File: config.mk
export PLATFORM = sky130hd
export DESIGN_NAME = uart_rx_cfg
export DESIGN_NICKNAME = d
export VERILOG_FILES = /design/src/rtl/uart_pkg.sv /design/src/rtl/uart_sync.sv /design/src/rtl/uart_rx_cfg.sv
export SDC_FILE = /design/constraint.sdc
export NUM_CORES = 1
export LEC_CHECK = 0
export ABC_AREA = 1
export BUFFER_PORTS_ARGS = -buffer_cell sky130_fd_sc_hd__buf_2
export CAP_MARGIN = 5
export CORE_UTILIZATION = 65
export CTS_CLUSTER_DIAMETER = 150
export DETAILED_ROUTE_END_ITERATION = 7
export PLACE_DENSITY = 0.92
export RECOVER_POWER = 25
export SYNTH_ARGS = -nofsm -noshare
export SYNTH_HDL_FRONTEND = slang
export SYNTH_SLANG_ARGS = --single-unit
File: constraint.sdc
create_clock -name i_Clock -period 5.12 [get_ports i_Clock]
set_input_delay 0.256 -clock i_Clock [delete_from_list [all_inputs] [get_ports i_Clock]]
set_output_delay 0.256 -clock i_Clock [all_outputs]
set_load 0.005 [all_outputs]
File: src/rtl/uart_pkg.sv
// Shared definitions for the configurable UART blocks: FSM state encoding,
// divisor floor and the parity helper.
package uart_pkg;

    typedef enum logic [2:0] {
        ST_IDLE      = 3'd0,
        ST_START     = 3'd1,
        ST_DATA      = 3'd2,
        ST_PARITY    = 3'd3,
        ST_STOP      = 3'd4,
        ST_WAIT_HIGH = 3'd5
    } rx_state_e;

    localparam int unsigned UART_MIN_CLKS_PER_BIT = 4;

    // Zero-extension of narrower words does not change the XOR reduction.
    function automatic logic parity_bit(input logic [15:0] data, input logic odd);
        return (^data) ^ odd;
    endfunction

endpackage

File: src/rtl/uart_sync.sv
// Two-flop synchroniser for an asynchronous, idle-high input; both stages
// reset to 1 so a reset never looks like a start bit.
module uart_sync (
    input  logic clk,
    input  logic rst_n,
    input  logic din,
    output logic dout
);

    logic meta_q;
    logic sync_q;

    always_ff @(posedge clk or negedge rst_n) begin
        if (!rst_n) begin
            meta_q <= 1'b1;
            sync_q <= 1'b1;
        end else begin
            meta_q <= din;
            sync_q <= meta_q;
        end
    end

    assign dout = sync_q;

endmodule

File: src/rtl/uart_rx_cfg.sv
// Configurable UART receiver: runtime divisor, 5..9 data bits, 1/2 stop bits,
// framing error reporting; parity checking is built only with UART_RX_PARITY_EN.
module uart_rx_cfg
    import uart_pkg::*;
#(
    parameter int unsigned DATA_BITS  = 8,
    parameter int unsigned STOP_BITS  = 1,
    parameter int unsigned DIV_W      = 16,
    parameter int unsigned PARITY_ODD = 0
) (
    input  logic                 i_Clock,
    input  logic                 i_Rst_L,
    input  logic [DIV_W-1:0]     i_Clks_Per_Bit,
    input  logic                 i_RX_Serial,
    output logic                 o_RX_DV,
    output logic [DATA_BITS-1:0] o_RX_Byte,
    output logic                 o_Frame_Err,
    output logic                 o_Parity_Err,
    output logic                 o_Busy
);

    localparam int unsigned IDX_W = $clog2(DATA_BITS);

    if (DATA_BITS < 5 || DATA_BITS > 9 || (STOP_BITS != 1 && STOP_BITS != 2) ||
        PARITY_ODD > 1 || DIV_W < 3) begin : g_bad_cfg
        $error("uart_rx_cfg: illegal parameter combination");
    end

    logic                 rx_s;
    rx_state_e            state_q, state_d;
    logic [DIV_W-1:0]     div_q, div_d;
    logic [DIV_W-1:0]     cnt_q, cnt_d;
    logic [IDX_W-1:0]     idx_q, idx_d;
    logic                 stop_idx_q, stop_idx_d;
    logic [DATA_BITS-1:0] shift_q, shift_d;
    logic                 ferr_q, ferr_d;
    logic                 dv_q, dv_d;
    logic [DATA_BITS-1:0] byte_q, byte_d;
    logic                 frame_err_q, frame_err_d;
    logic                 busy_q, busy_d;
`ifdef UART_RX_PARITY_EN
    logic                 perr_q, perr_d;
    logic                 par_err_q, par_err_d;
`endif

    logic [DIV_W-1:0] div_in;
    logic [DIV_W-1:0] half;
    logic             at_last;

    uart_sync u_sync (
        .clk   (i_Clock),
        .rst_n (i_Rst_L),
        .din   (i_RX_Serial),
        .dout  (rx_s)
    );

    assign div_in  = (i_Clks_Per_Bit < DIV_W'(UART_MIN_CLKS_PER_BIT)) ?
                     DIV_W'(UART_MIN_CLKS_PER_BIT) : i_Clks_Per_Bit;
    assign half    = (div_q - DIV_W'(1)) >> 1;
    assign at_last = (cnt_q == div_q - DIV_W'(1));

    always_comb begin
        state_d     = state_q;
        div_d       = div_q;
        cnt_d       = cnt_q + DIV_W'(1);
        idx_d       = idx_q;
        stop_idx_d  = stop_idx_q;
        shift_d     = shift_q;
        ferr_d      = ferr_q;
        dv_d        = 1'b0;
        byte_d      = byte_q;
        frame_err_d = frame_err_q;
`ifdef UART_RX_PARITY_EN
        perr_d      = perr_q;
        par_err_d   = par_err_q;
`endif
        case (state_q)
            ST_IDLE: begin
                cnt_d      = '0;
                idx_d      = '0;
                stop_idx_d = 1'b0;
                ferr_d     = 1'b0;
`ifdef UART_RX_PARITY_EN
                perr_d     = 1'b0;
`endif
                div_d      = div_in;
                if (!rx_s) state_d = ST_START;
            end
            ST_START: begin
                if (cnt_q == half) begin
                    cnt_d   = '0;
                    state_d = rx_s ? ST_IDLE : ST_DATA;
                end
            end
            ST_DATA: begin
                if (at_last) begin
                    cnt_d   = '0;
                    shift_d = {rx_s, shift_q[DATA_BITS-1:1]};
                    if (idx_q == IDX_W'(DATA_BITS - 1)) begin
`ifdef UART_RX_PARITY_EN
                        state_d = ST_PARITY;
`else
                        state_d = ST_STOP;
`endif
                    end else begin
                        idx_d = idx_q + IDX_W'(1);
                    end
                end
            end
`ifdef UART_RX_PARITY_EN
            ST_PARITY: begin
                if (at_last) begin
                    cnt_d   = '0;
                    perr_d  = rx_s != parity_bit(16'(shift_q), PARITY_ODD != 0);
                    state_d = ST_STOP;
                end
            end
`endif
            ST_STOP: begin
                if (at_last) begin
                    cnt_d  = '0;
                    ferr_d = ferr_q | ~rx_s;
                    // Every stop bit is sampled; the last one publishes the frame.
                    if (stop_idx_q == 1'(STOP_BITS - 1)) begin
                        dv_d        = 1'b1;
                        byte_d      = shift_q;
                        frame_err_d = ferr_q | ~rx_s;
`ifdef UART_RX_PARITY_EN
                        par_err_d   = perr_q;
`endif
                        state_d     = rx_s ? ST_IDLE : ST_WAIT_HIGH;
                    end else begin
                        stop_idx_d = 1'b1;
                    end
                end
            end
            ST_WAIT_HIGH: begin
                cnt_d = '0;
                if (rx_s) state_d = ST_IDLE;
            end
            default: state_d = ST_IDLE;
        endcase
        busy_d = (state_d != ST_IDLE);
    end

    always_ff @(posedge i_Clock or negedge i_Rst_L) begin
        if (!i_Rst_L) begin
            state_q     <= ST_IDLE;
            div_q       <= DIV_W'(UART_MIN_CLKS_PER_BIT);
            cnt_q       <= '0;
            idx_q       <= '0;
            stop_idx_q  <= 1'b0;
            shift_q     <= '0;
            ferr_q      <= 1'b0;
            dv_q        <= 1'b0;
            byte_q      <= '0;
            frame_err_q <= 1'b0;
            busy_q      <= 1'b0;
`ifdef UART_RX_PARITY_EN
            perr_q      <= 1'b0;
            par_err_q   <= 1'b0;
`endif
        end else begin
            state_q     <= state_d;
            div_q       <= div_d;
            cnt_q       <= cnt_d;
            idx_q       <= idx_d;
            stop_idx_q  <= stop_idx_d;
            shift_q     <= shift_d;
            ferr_q      <= ferr_d;
            dv_q        <= dv_d;
            byte_q      <= byte_d;
            frame_err_q <= frame_err_d;
            busy_q      <= busy_d;
`ifdef UART_RX_PARITY_EN
            perr_q      <= perr_d;
            par_err_q   <= par_err_d;
`endif
        end
    end

    assign o_RX_DV     = dv_q;
    assign o_RX_Byte   = byte_q;
    assign o_Frame_Err = frame_err_q;
    assign o_Busy      = busy_q;
`ifdef UART_RX_PARITY_EN
    assign o_Parity_Err = par_err_q;
`else
    assign o_Parity_Err = 1'b0;
`endif

endmodule

==> flow_metrics.py <==
metrics = {
    "drt": {
        "ant_nets": 0,
        "dr.first_iter.drc_count": 437,
        "routed_wl_um": 10000,
        "vias": 3810,
        "drc": 0,
        "viasPerCell": 5.94,
        "wl_per_cell_um": 15.6,
        "drt_first_pass_iters": 6,
    },
    "yosys": {
        "synth_cell_type_count": 39,
        "synth_nets": 556,
        "syn_area_per_cell_um2": 7.35,
        "synth_edf_count": 0,
        "synthCells": 533,
        "postSynth.asyncResetShare_pct": 100,
        "ys.flop_type": "dfrtp_1",
        "yosysSeqAreaShare_pct": 39.1,
        "synth_warnings": 0,
        "synth-seq-cells": 61,
        "syn_area_mm2": 0.00392,
    },
    "clocking": {
        "h-tree-depth": 3,
        "cts_tree": "built",
        "hold_buffers": 0,
        "cts_inserted_buffers": 9,
        "root_buffer": "clkbuf_8",
        "cts_setup_buffers": 0,
        "clock-sinks": 61,
        "cts_resized": 0,
        "cts.clk_slew.worst_paths_ps": 80,
        "cts_buffer_depth": 2,
        "clock_latency_ps": 340,
    },
    "worst_setup_path": {
        "worstSetupPathType": "reg -> reg",
        "crit_start": "div_q[0]",
        "critical_path_arrival_ps": 3260,
        "critPathLaunchType": "flop",
        "cp-end-kind": "flop",
        "cp_max_fo": 16,
        "crit_required_ps": 5380,
        "r2r-start": "div_q[0]",
    },
    "grt": {
        "grt_start_max_net_pins": 62,
        "overflow": 0,
        "track_usage_pct": 35.0,
        "top_usage_layer": "met2",
        "met1_usage_pct": 44.0,
        "grt_pass1_vias": 3708,
        "grt_first_pass_wirelength_um": 16900,
        "grtUsageMet3_pct": 6.74,
        "use_met2_pct": 59.7,
        "antenna_found_initial": 0,
    },
    "pwr": {
        "p_switching_w": 0.000903,
        "p_comb_share_pct": 40.9,
        "peakVddDrop_mv": 0.353,
        "sw_frac_of_total_pct": 43.5,
        "power_w": 0.00208,
        "power.internal_w": 0.00117,
        "p_per_area_mw_per_mm2": 477,
        "leakage_nw": 2.12,
        "p_seq_share_pct": 32.3,
        "clkPwrFrac_pct": 26.8,
    },
    "flow_run": {
        "max_cap_violations": 1,
    },
    "placed_design": {
        "io_buffers": 29,
        "dp_hpwl_um": 7120,
        "dpl-instance-area_mm2": 0.00410,
        "gp_congestion": 0.935,
    },
    "final_layout": {
        "insertedDiodeCount": 0,
        "fin_util_pct": 77.2,
        "design_area_mm2": 0.00435,
        "area_delta_synth_final_pct": 11.1,
        "drive_gt1_share_pct": 16.0,
        "fillers": 428,
        "layout.nets": 587,
    },
    "floorplan": {
        "die_y_um": 79.6,
        "dieArea_mm2": 0.00634,
        "rows": 27,
        "chipWidth_um": 79.6,
        "pin_count": 31,
        "start_util_pct": 69.4,
        "core_area_mm2": 0.00564,
    },
    "sta": {
        "period_needed_ps": 3000,
        "setup_viol": 0,
        "fmax_ghz": 0.334,
        "finalMaxSlewViolations": 62,
        "maxSlewHeadroom_pct": -120,
        "finalSetupTns_ps": 0,
        "period_share_pct": 58.5,
        "worst_pin_slew_ps": 3300,
        "rsz0062_at_grt": "false",
        "final-hold-violation-count": 0,
        "fin_skew_ps": 7.89,
    },
    "outcome": {
        "status": "complete, but fails checks",
        "violations": "capacitance limit, slew limit",
    },
    "worst_hold_path": {
        "worstHoldStart": "i_RX_Serial",
        "hp-class": "in -> reg",
    },
}
## final cells by class
| class | instances | area, µm² | share of cell area, % |
|---|---|---|---|
| Sequential cell | 61 | 1530 | 35.1 |
| Inverter | 66 | 248 | 5.69 |
| Clock buffer | 11 | 151 | 3.48 |
| Tap cell | 72 | 90.1 | 2.07 |
| Timing Repair Buffer | 30 | 149 | 3.42 |
| Multi-Input combinational cell | 396 | 2080 | 47.8 |
| Clock inverter | 5 | 106 | 2.44 |
## placed cells by master (no fill, tap or decap), drive strengths merged
master	synthesis	final
nor3	6	6
dfrtp	58	58
nor2	49	49
nor2b	1	1
nor3b	1	1
nor4	4	4
dfstp	3	3
nand2	159	159
buf	6	29
and2	1	1
nand4	13	13
a21oi	1	1
a22oi	1	1
clkbuf	4	12
o21ai	42	42
clkinvlp	0	1
conb	1	1
nand3b	2	2
nand3	79	79
bufinv	0	3
ha	4	4
xor2	13	13
inv	66	66
clkinv	0	1
xnor2	1	1
or2	2	2
a31oi	16	16
## power by group through the flow
stage / clock [W] / combinational (W) / sequential, W
final: 0.000556 / 0.000850 / 0.000671
after global placement: 0 / 0.000792 / 0.000672
after detailed placement: 0 / 0.000822 / 0.000677
after global routing: 0.000583 / 0.000961 / 0.000681
after floorplan: 0 / 0.000654 / 0.000649
after CTS: 0.000558 / 0.000836 / 0.000668
## state kept, by name, indices dropped and copies added, names as in the netlist
register and flops:
cnt_q 16, div_q 16, ferr_q 1, idx_q 3
o_Busy 1, o_Frame_Err 1, o_RX_Byte 8, o_RX_DV 1
shift_q 8, state_q 3, stop_idx_q 1, u_sync.dout 1
u_sync.meta_q 1
## cells by family after synthesis
family / after synthesis / share of synthesized area (%)
xor gates and xnor gates: 14 / 3.13
AOI/OAI and AO/OA: 60 / 9.29
buffers and inverters: 76 / 7.92
other: 1 / 0.0957
and+or+nand+nor: 317 / 39.2
adders and majority gates: 4 / 1.28
DFF: 61 / 39.1
## through the flow
stage	instances	worst slack, ps	hold slack (ps)
after CTS	641	2170	8.42
after floorplan	533	2790	-39.6
after global routing	641	1410	6.40
after global placement	625	2460	346
after detailed placement	625	2250	349
final	641	2120	15.0
## final timing paths
| path | endpoint | slack (ps) | cells past startpoint |
|---|---|---|---|
| worst max-delay path | shift_q[3] | 2120 | 13 |
| worst min-delay path | u_sync.meta_q | 10 | 1 |
| worst max register to register | shift_q[3] | 2120 | 13 |
| worst min register to register | u_sync.dout | 360 | 0 |
| max in group asynchronous | cnt_q[1] | 2140 | 2 |
| min in group asynchronous | div_q[14] | 1110 | 2 |
## per-layer routing
metal,wire [µm],share of wire [%],vias to the layer above
met5,0,0,-
li1,-,-,1802
met3,707,7.1,28
met1,4100,41,1802
met2,4980,50,178
met4,209,2.1,0
## worst max-delay path, cell delays in order (launching register included)
cell and delay [ps]:
dfrtp_1 420, inv_2 120, ha_1 370, nand2_4 150, nor2_8 140, nand2_1 70
nand2_1 100, nand3_1 100, nand2_1 130, nand3_1 80, nand3b_1 260, nor4_4 710
nand2_1 130, o21ai_1 130
## cell usage after synthesis (5+ instances only)
cell | instances | area [µm²]
a31oi_1 | 16 | 100
dfrtp_1 | 58 | 1450
inv_1 | 64 | 240
nand2_1 | 148 | 556
nand2_2 | 8 | 50.1
nand3_1 | 77 | 385
nand4_1 | 12 | 75.1
nor2_1 | 39 | 146
nor2_4 | 5 | 56.3
o21ai_0 | 22 | 110
o21ai_1 | 9 | 45.0
o21ai_2 | 11 | 96.3
xor2_1 | 13 | 114
Note: power is estimated with default switching activity, not from simulation.
